[src/rtl/ask_tx_scheduler.sv]
// Round-robin byte arbiter and ASK frame sequencer: preamble, 8 data bits MSB first,
// guard zeros; also owns the free-running carrier divider and the gated ask_mod output.
module ask_tx_scheduler #(
   parameter int CAR_DIV    = 6000,
   parameter int BIT_DIV    = 48000,
   parameter int N_REQ      = 4,
   parameter int PRE_BITS   = 4,
   parameter int GUARD_BITS = 2
) (
   input  logic                 clk,
   input  logic                 rst_n,
   input  logic                 enable,
   input  logic [N_REQ-1:0]     req_valid,
   input  logic [8*N_REQ-1:0]   req_data,
   output logic [N_REQ-1:0]     req_ready,
   output logic                 busy,
   output logic [1:0]           grant_id,
   output logic                 carrier,
   output logic                 message,
   output logic                 ask_mod
);

   // state   | meaning
   // S_IDLE  | no frame; grant the next valid requester when enabled
   // S_PRE   | sending the 1,0,1,0... preamble
   // S_DATA  | sending the latched byte, MSB first
   // S_GUARD | sending trailing zero bits
   typedef enum logic [1:0] {S_IDLE, S_PRE, S_DATA, S_GUARD} state_t;

   localparam int CW   = (CAR_DIV > 1) ? $clog2(CAR_DIV) : 1;
   localparam int BW   = $clog2(BIT_DIV);
   localparam int MAXB = (PRE_BITS > 8) ? ((PRE_BITS > GUARD_BITS) ? PRE_BITS : GUARD_BITS)
                                        : ((GUARD_BITS > 8) ? GUARD_BITS : 8);
   localparam int IW   = $clog2(MAXB);

   localparam logic [CW-1:0] CAR_LAST  = CW'(CAR_DIV - 1);
   localparam logic [CW-1:0] CAR_ONE   = CW'(1);
   localparam logic [BW-1:0] BIT_LAST  = BW'(BIT_DIV - 1);
   localparam logic [BW-1:0] BIT_ONE   = BW'(1);
   localparam logic [IW-1:0] IDX_ONE   = IW'(1);
   localparam logic [IW-1:0] PRE_LAST  = IW'(PRE_BITS - 1);
   localparam logic [IW-1:0] DATA_LAST = IW'(7);
   localparam logic [IW-1:0] GRD_LAST  = IW'(GUARD_BITS - 1);
   localparam logic [1:0]    REQ_LAST  = 2'(N_REQ - 1);

   state_t          state_q, state_d;
   logic [CW-1:0]   car_ctr_q;
   logic            carrier_q;
   logic            ask_mod_q;
   logic [BW-1:0]   bit_ctr_q, bit_ctr_d;
   logic [IW-1:0]   bit_idx_q, bit_idx_d;
   logic [7:0]      shift_q, shift_d;
   logic            message_q, message_d;
   logic            busy_q, busy_d;
   logic [1:0]      grant_id_q, grant_id_d;
   logic [1:0]      ptr_q, ptr_d;

   logic [3:0]      valid_ext;
   logic [3:0]      ready_ext;
   logic [7:0]      req_byte [4];
   logic            grant_found;
   logic [1:0]      grant_idx;
   logic [1:0]      search_idx;
   logic            grant_go;
   logic            car_tc;
   logic            bit_tick;

   for (genvar gi = 0; gi < 4; gi++) begin : g_byte
      if (gi < N_REQ) begin : g_real
         assign req_byte[gi] = req_data[8*gi +: 8];
      end else begin : g_absent
         assign req_byte[gi] = 8'h00;
      end
   end

   // Carrier runs from reset regardless of state or enable.
   assign car_tc = (car_ctr_q == CAR_LAST);

   always_ff @(posedge clk or negedge rst_n) begin
      if (!rst_n) begin
         car_ctr_q <= '0;
         carrier_q <= 1'b0;
         ask_mod_q <= 1'b0;
      end else begin
         car_ctr_q <= car_tc ? '0 : car_ctr_q + CAR_ONE;
         carrier_q <= car_tc ? ~carrier_q : carrier_q;
         ask_mod_q <= carrier_q & message_q;
      end
   end

   // Search upward from the slot after the last grant, wrapping at N_REQ.
   always_comb begin
      valid_ext              = '0;
      valid_ext[N_REQ-1:0]   = req_valid;
      grant_found            = 1'b0;
      grant_idx              = ptr_q;
      search_idx             = ptr_q;
      for (int k = 0; k < N_REQ; k++) begin
         search_idx = (search_idx == REQ_LAST) ? 2'd0 : search_idx + 2'd1;
         if (!grant_found && valid_ext[search_idx]) begin
            grant_found = 1'b1;
            grant_idx   = search_idx;
         end
      end
   end

   assign grant_go = (state_q == S_IDLE) && enable && grant_found;
   assign bit_tick = (bit_ctr_q == BIT_LAST);

   always_ff @(posedge clk or negedge rst_n) begin
      if (!rst_n) begin
         state_q <= S_IDLE;
      end else begin
         state_q <= state_d;
      end
   end

   always_comb begin
      state_d = state_q;
      case (state_q)
         S_IDLE:  if (grant_go)                           state_d = S_PRE;
         S_PRE:   if (bit_tick && bit_idx_q == PRE_LAST)  state_d = S_DATA;
         S_DATA:  if (bit_tick && bit_idx_q == DATA_LAST) state_d = S_GUARD;
         S_GUARD: if (bit_tick && bit_idx_q == GRD_LAST)  state_d = S_IDLE;
         default:                                         state_d = S_IDLE;
      endcase
   end

   always_comb begin
      bit_ctr_d  = bit_ctr_q;
      bit_idx_d  = bit_idx_q;
      shift_d    = shift_q;
      message_d  = message_q;
      busy_d     = busy_q;
      grant_id_d = grant_id_q;
      ptr_d      = ptr_q;
      if (state_q == S_IDLE) begin
         bit_ctr_d = '0;
         bit_idx_d = '0;
         if (grant_go) begin
            shift_d    = req_byte[grant_idx];
            grant_id_d = grant_idx;
            ptr_d      = grant_idx;
            message_d  = 1'b1;
            busy_d     = 1'b1;
         end
      end else begin
         bit_ctr_d = bit_tick ? '0 : bit_ctr_q + BIT_ONE;
         if (bit_tick) begin
            bit_idx_d = bit_idx_q + IDX_ONE;
            case (state_q)
               S_PRE: begin
                  if (bit_idx_q == PRE_LAST) begin
                     bit_idx_d = '0;
                     message_d = shift_q[7];
                     shift_d   = {shift_q[6:0], 1'b0};
                  end else begin
                     message_d = ~message_q;
                  end
               end
               S_DATA: begin
                  if (bit_idx_q == DATA_LAST) begin
                     bit_idx_d = '0;
                     message_d = 1'b0;
                  end else begin
                     message_d = shift_q[7];
                     shift_d   = {shift_q[6:0], 1'b0};
                  end
               end
               S_GUARD: begin
                  message_d = 1'b0;
                  if (bit_idx_q == GRD_LAST) begin
                     bit_idx_d = '0;
                     busy_d    = 1'b0;
                  end
               end
               default: begin
                  bit_idx_d = '0;
               end
            endcase
         end
      end
   end

   always_ff @(posedge clk or negedge rst_n) begin
      if (!rst_n) begin
         bit_ctr_q  <= '0;
         bit_idx_q  <= '0;
         shift_q    <= 8'h00;
         message_q  <= 1'b0;
         busy_q     <= 1'b0;
         grant_id_q <= 2'd0;
         ptr_q      <= REQ_LAST;
      end else begin
         bit_ctr_q  <= bit_ctr_d;
         bit_idx_q  <= bit_idx_d;
         shift_q    <= shift_d;
         message_q  <= message_d;
         busy_q     <= busy_d;
         grant_id_q <= grant_id_d;
         ptr_q      <= ptr_d;
      end
   end

   // The ready pulse is combinational so the byte transfers on the grant edge;
   // it is held low while reset is asserted.
   always_comb begin
      ready_ext = '0;
      if (grant_go && rst_n) ready_ext[grant_idx] = 1'b1;
   end

   assign req_ready = ready_ext[N_REQ-1:0];
   assign busy      = busy_q;
   assign grant_id  = grant_id_q;
   assign carrier   = carrier_q;
   assign message   = message_q;
   assign ask_mod   = ask_mod_q;

endmodule

[config.mk]
export PLATFORM = sky130hd
export DESIGN_NAME = ask_tx_scheduler
export DESIGN_NICKNAME = d
export VERILOG_FILES = /design/src/rtl/ask_tx_scheduler.sv
export SDC_FILE = /design/constraint.sdc
export NUM_CORES = 1
export LEC_CHECK = 0
export CAP_MARGIN = 15
export CORE_AREA = 8 8 96 132
export DETAILED_ROUTE_END_ITERATION = 12
export DIE_AREA = 0 0 104 140
export PLACE_DENSITY = 0.61
export SYNTH_ARGS = -nofsm -noshare
export SYNTH_HDL_FRONTEND = slang
export SYNTH_SLANG_ARGS = --single-unit
[constraint.sdc]
create_clock -name clk -period 6.47 [get_ports clk]
set_clock_uncertainty 0.05 [all_clocks]
set_input_delay 0.647 -clock clk [delete_from_list [all_inputs] [get_ports clk]]
set_output_delay 0.647 -clock clk [all_outputs]
set_load 0.01 [all_outputs]
---- Word-level counts from Yosys, hierarchy flattened ----
Cells that the tools add are included.
word-level totals
  register bits ........................... 50
  bits of input ports ..................... 39
  output and inout bits ................... 10
cells by class
  add/sub/neg operators ................... 7
  multiplexer cells ....................... 56
  bitwise operators ....................... 4
  equality and inequality tests ........... 18
  magnitude comparators ................... 7
  reduce and logical (&&, ||, !) cells .... 24
operators with widths
  kind                                                                           number
  8-bit two-way mux                                                              7
  16-bit two-way mux                                                             2
  2-bit two-way mux                                                              12
  1-bit two-way mux                                                              18
  16-bit by 1-bit adder with 16-bit output (second input constant)               1
  8-bit binary-select mux with 2-bit select                                      1
  16-bit == test (second input constant)                                         1
  8-bit case mux with 2 select lines                                             1
  2-bit by 3-bit less-than comparator with 1-bit output (second input constant)  5
  3-bit two-way mux                                                              5
  13-bit by 1-bit adder with 13-bit output (second input constant)               1
  13-bit == test (second input constant)                                         1
  13-bit two-way mux                                                             1
  2-bit == test (second input constant)                                          6
  1-bit logical AND                                                              10
  3-bit case mux with 3 select lines                                             1
  2-bit by 1-bit adder with 2-bit output (second input constant)                 4
  1-bit binary-select mux with 2-bit select                                      4
  2-bit inequality test (second input constant)                                  4
  2-bit case mux with 4 select lines                                             1
  4-bit AND reduction                                                            2
  3-bit inequality test (second input constant)                                  2
  2-bit nonzero test                                                             3
  5-bit AND reduction                                                            1
  other kinds (19)                                                               22

---- Depth between registers and ports, before layout ----
  depth in word-level cells ............... 20
  depth in mapped cells ................... 10

---- Least setup slack after synthesis ----
No wires, ideal clock.
  path type ............................... flip-flop to output port
  start ................................... register ptr_q[0]
  end ..................................... output req_ready[2]
  setup slack ............................. 3,345 ps
  required time ........................... 5,773 ps
  arrival ................................. 2,428 ps
  stages on the path, launching flop included .. 9
  cell sequence ........................... dfstp_2 -> ha_1 -> xor2_2 -> o31ai_2 -> nor2_2 -> o32ai_2 -> a211oi_4 -> buf_6 -> nor4_1
between the ends
  cells in the longest elaborated chain, start to end .. 19
RTL lines
  what                                                                                             RTL line  source
  from (decl)                                                                                      56        logic [1:0] ptr_q, ptr_d;
  from (signal assigned)                                                                           201       ptr_q <= ptr_d;
  parallel branches: the longest is 18 deep, another holds 2-bit by 1-bit adder with 2-bit output  --
  4-bit two-way mux *                                                                              209       if (grant_go && rst_n) ready_ext[grant_idx] = 1'b1;
  to (decl)                                                                                        15        output logic [N_REQ-1:0] req_ready,
Every way passes the cells marked *. The select of a mux whose other input is x is not followed.

---- Final worst setup path ----
  start ................................... register ptr_q[0]
  end ..................................... output req_ready[0]
The elaborated chain is that of the path after synthesis.

==> metrics.csv <==
stage,metric,value,unit
cts,root_buffer,clkbuf_16,
sta,timing.fmax,220,MHz
grt,antenna_found_initial,0,
synthesis,ys_ff_latch,50,
setup_path,criticalPathCategory,register to primary output,
layout,nFillCells,1070,
synthesis,netlist.area_leader.share,35.0,%
setup_path,cp.arrival,3.86,ns
setup_path,cp-start-kind,register,
setup_path,slowest_stage,dfstp_2,
synthesis,synth.distinct_cells,66,
grt,grt_overflow,0,
routing,dr.pass1.iters,4,
cts,cts_tree,done,
synthesis,seq_area_frac_synth,36.5,%
layout,drive_gt1_share,11.9,%
synthesis,syn_avg_cell_area,9.49,sq um
layout,antenna_cells,0,
die,core_area,10700,sq um
cts,postCtsHoldBufs,0,
routing,wirelength,7610,microns
layout,area.sequential,1250,sq um
die,rows,45,
placement,place_area,3980,sq um
cts,postCtsSetupBuffers,0,
routing,ant_nets,0,
placement,io_buffer_count,48,
pwr,p_per_area,154,nW/um^2
layout,final_area,4120,sq um
synthesis,synthCells,362,
synthesis,yosys.area.top_type,dfrtp_1,
synthesis,synthTopCellsByCount,"49 x nor2_1, 48 x dfrtp_1, 18 x a21oi_1, 18 x mux2i_1",
setup_path,end_kind,primary output,
grt,grt_max_degree,53,
sta,hold_viol,0,
die,dieArea,14600,sq um
setup_path,crit_fanout,23,
sta,finalSetupTns,0,ns
layout,multiInputGateArea,1980,sq um
routing,wire_per_inst,14.0,microns
setup_path,path_cells,"ha_1, xor2_2, a22o_2, nor2_2, o32ai_2, a211oi_4, and4_2, clkdlybuf4s50_1",
grt,grtUsageMet2,18.9,%
grt,grt.busiest_layer,met2,
die,die_x,104,microns
synthesis,synthArstFlopShare,100,%
synthesis,synth_nets,415,
setup_path,critPathMaxStageDelay,0.80,ns
sta,fin_crit_sh,70.4,%
grt,grt_pass1_vias,2860,
grt,grt_first_pass_wirelength,13400,microns
sta,maxSlewViolCount,0,
grt,use_met1,12.8,%
sta,setup_viol,0,
worst_hold_path,hold_class,primary input to async pin,
synthesis,syn_area,3430,sq um
die,fp.dieH,140,microns
routing,via_count,2755,
synthesis,synth.most_common_cell,nor2_1,
job,maxCapViolCount,0,
synthesis,ys_warn_count,0,
die,start_util,32.1,%
routing,vias_per_cell,5.06,
synthesis,synth_edf_count,0,
setup_path,cp_top_family,compound AO/OA/AOI/OAI gates,
setup_path,required,5.77,ns
cts,htreeDepth,2,
pwr,p_leak,1.75,nW
routing,drt-initial-drc-count,121,
sta,rsz0062_at_grt,false,
layout,nets,456,
routing,drc,0,
sta,slew_headroom,39.7,%
placement,dp_hpwl,5660,microns
cts,cts_buffer_depth,2,
setup_path,crit_buf_inv,1,
cts,cts_buffers,5,
placement,gp_congestion,0.928,
die,io_pins,49,
cts,clkTransAtPathRegs,0.06,ns
synthesis,synth_ff_type,dfrtp_1,
cts,cts_resized,0,
synthesis,synth_area_leaders,"dfrtp_1 35%, nor2_1 5.4%, mux2i_1 5.2%, ha_1 5.1%, xnor2_1 2.8%",
sta,worst_pin_slew,0.897,ns
grt,globalRouteMet3Util,2.16,%
grt,grt.total_usage,10.6,%
cts,clock_sinks,50,
pwr,ir_drop,108,uV
layout,area_growth_syn_to_layout,19.9,%
cts,clk_latency,0.28,ns
sta,min_period,4.55,ns
outcome,status,finished clean,
-- kinds of logic (layout without fill, tap and decap cells) --
group	after synthesis	in the layout	synth area share, %
adder cells (fa/ha/maj)	14	14	5.10
AND/OR/NAND/NOR	135	135	19.8
buffers and inverters	36	78	5.90
AO/OA/AOI/OAI	83	83	19.7
multiplexers	22	22	7.21
flip-flops	50	50	36.5
XOR/XNOR	22	22	5.83
-- metal layers --
metal	up-vias	wire length (microns)
li1	1372	-
met1	1317	3570
met2	55	3700
met3	11	239
met4	0	95
met5	-	0
-- state kept, by name, indices dropped and copies added, names as in the netlist --
| name | flops |
|---|---|
| shift_q | 8 |
| bit_ctr_q | 16 |
| busy | 1 |
| ask_mod | 1 |
| carrier | 1 |
| message | 1 |
| grant_id | 2 |
| state_q | 2 |
| bit_idx_q | 3 |
| car_ctr_q | 13 |
| ptr_q | 2 |
-- power breakdown --
group	leakage, nW	internal, mW	switching, mW
clock network	0.0652	0.144	0.105
logic	1.03	0.0392	0.0350
registers	0.657	0.313	0
total	1.75	0.496	0.140
-- layout make-up --
cell class / count / share of cell area (%)
multi-input combinational: 276 / 48.0
sequential: 50 / 30.4
timing repair buffer: 52 / 12.3
tap: 141 / 4.28
clock buffer: 8 / 3.31
inverter: 18 / 1.64
-- stage by stage --
| step | util, % | hold slack (ns) | instances | power [mW] | setup WS [ns] |
|---|---|---|---|---|---|
| after floorplan | - | 0.301 | 362 | 0.359 | 3.34 |
| after global placement | 37.2 | 0.405 | 537 | 0.392 | 2.29 |
| after detailed placement | 37.2 | 0.413 | 537 | 0.394 | 2.19 |
| after CTS | 38.5 | 0.422 | 545 | 0.648 | 1.89 |
| after global routing | 38.5 | 0.433 | 545 | 0.668 | 1.67 |
| final | 38.5 | 0.410 | 545 | 0.635 | 1.92 |
-- layout by cell type (no fill, tap or decap), types with 3 or more instances in the layout --
cell type / netlist / final
and3_1: 9 / 9
a21o_2: 3 / 3
inv_1: 17 / 17
a21o_1: 4 / 4
nor2_1: 49 / 49
clkbuf_16: 0 / 5
xnor2_1: 11 / 11
mux2i_1: 18 / 18
or3_1: 5 / 5
buf_4: 1 / 4
o21ai_0: 12 / 12
ha_1: 14 / 14
xor2_1: 10 / 10
a21oi_2: 3 / 3
clkdlybuf4s50_1: 0 / 47
nand3_1: 14 / 14
and2_1: 8 / 8
a221o_1: 7 / 7
dfrtp_1: 48 / 48
clkbuf_1: 6 / 3
o31ai_1: 3 / 3
nor4_1: 4 / 4
nor3_1: 7 / 7
o21a_1: 4 / 4
nand2_1: 17 / 17
nand4_1: 3 / 3
a21oi_1: 18 / 18
a221oi_2: 6 / 6
-- worst paths after layout --
path                                    from       endpoint  slack [ns]  cells after the start
worst min-delay path                   rst_n   car_ctr_q[1]        0.41                      2
max in group asynchronous              rst_n  bit_ctr_q[12]        5.50                      2
min in group clk                car_ctr_q[0]   car_ctr_q[0]        0.41                      1
worst max register to register      ptr_q[0]     shift_q[3]        3.05                      8
worst max-delay path                ptr_q[0]   req_ready[0]        1.92                      8
worst min register to register  car_ctr_q[0]   car_ctr_q[0]        0.41                      1
Power figures use the tool's default switching activity.
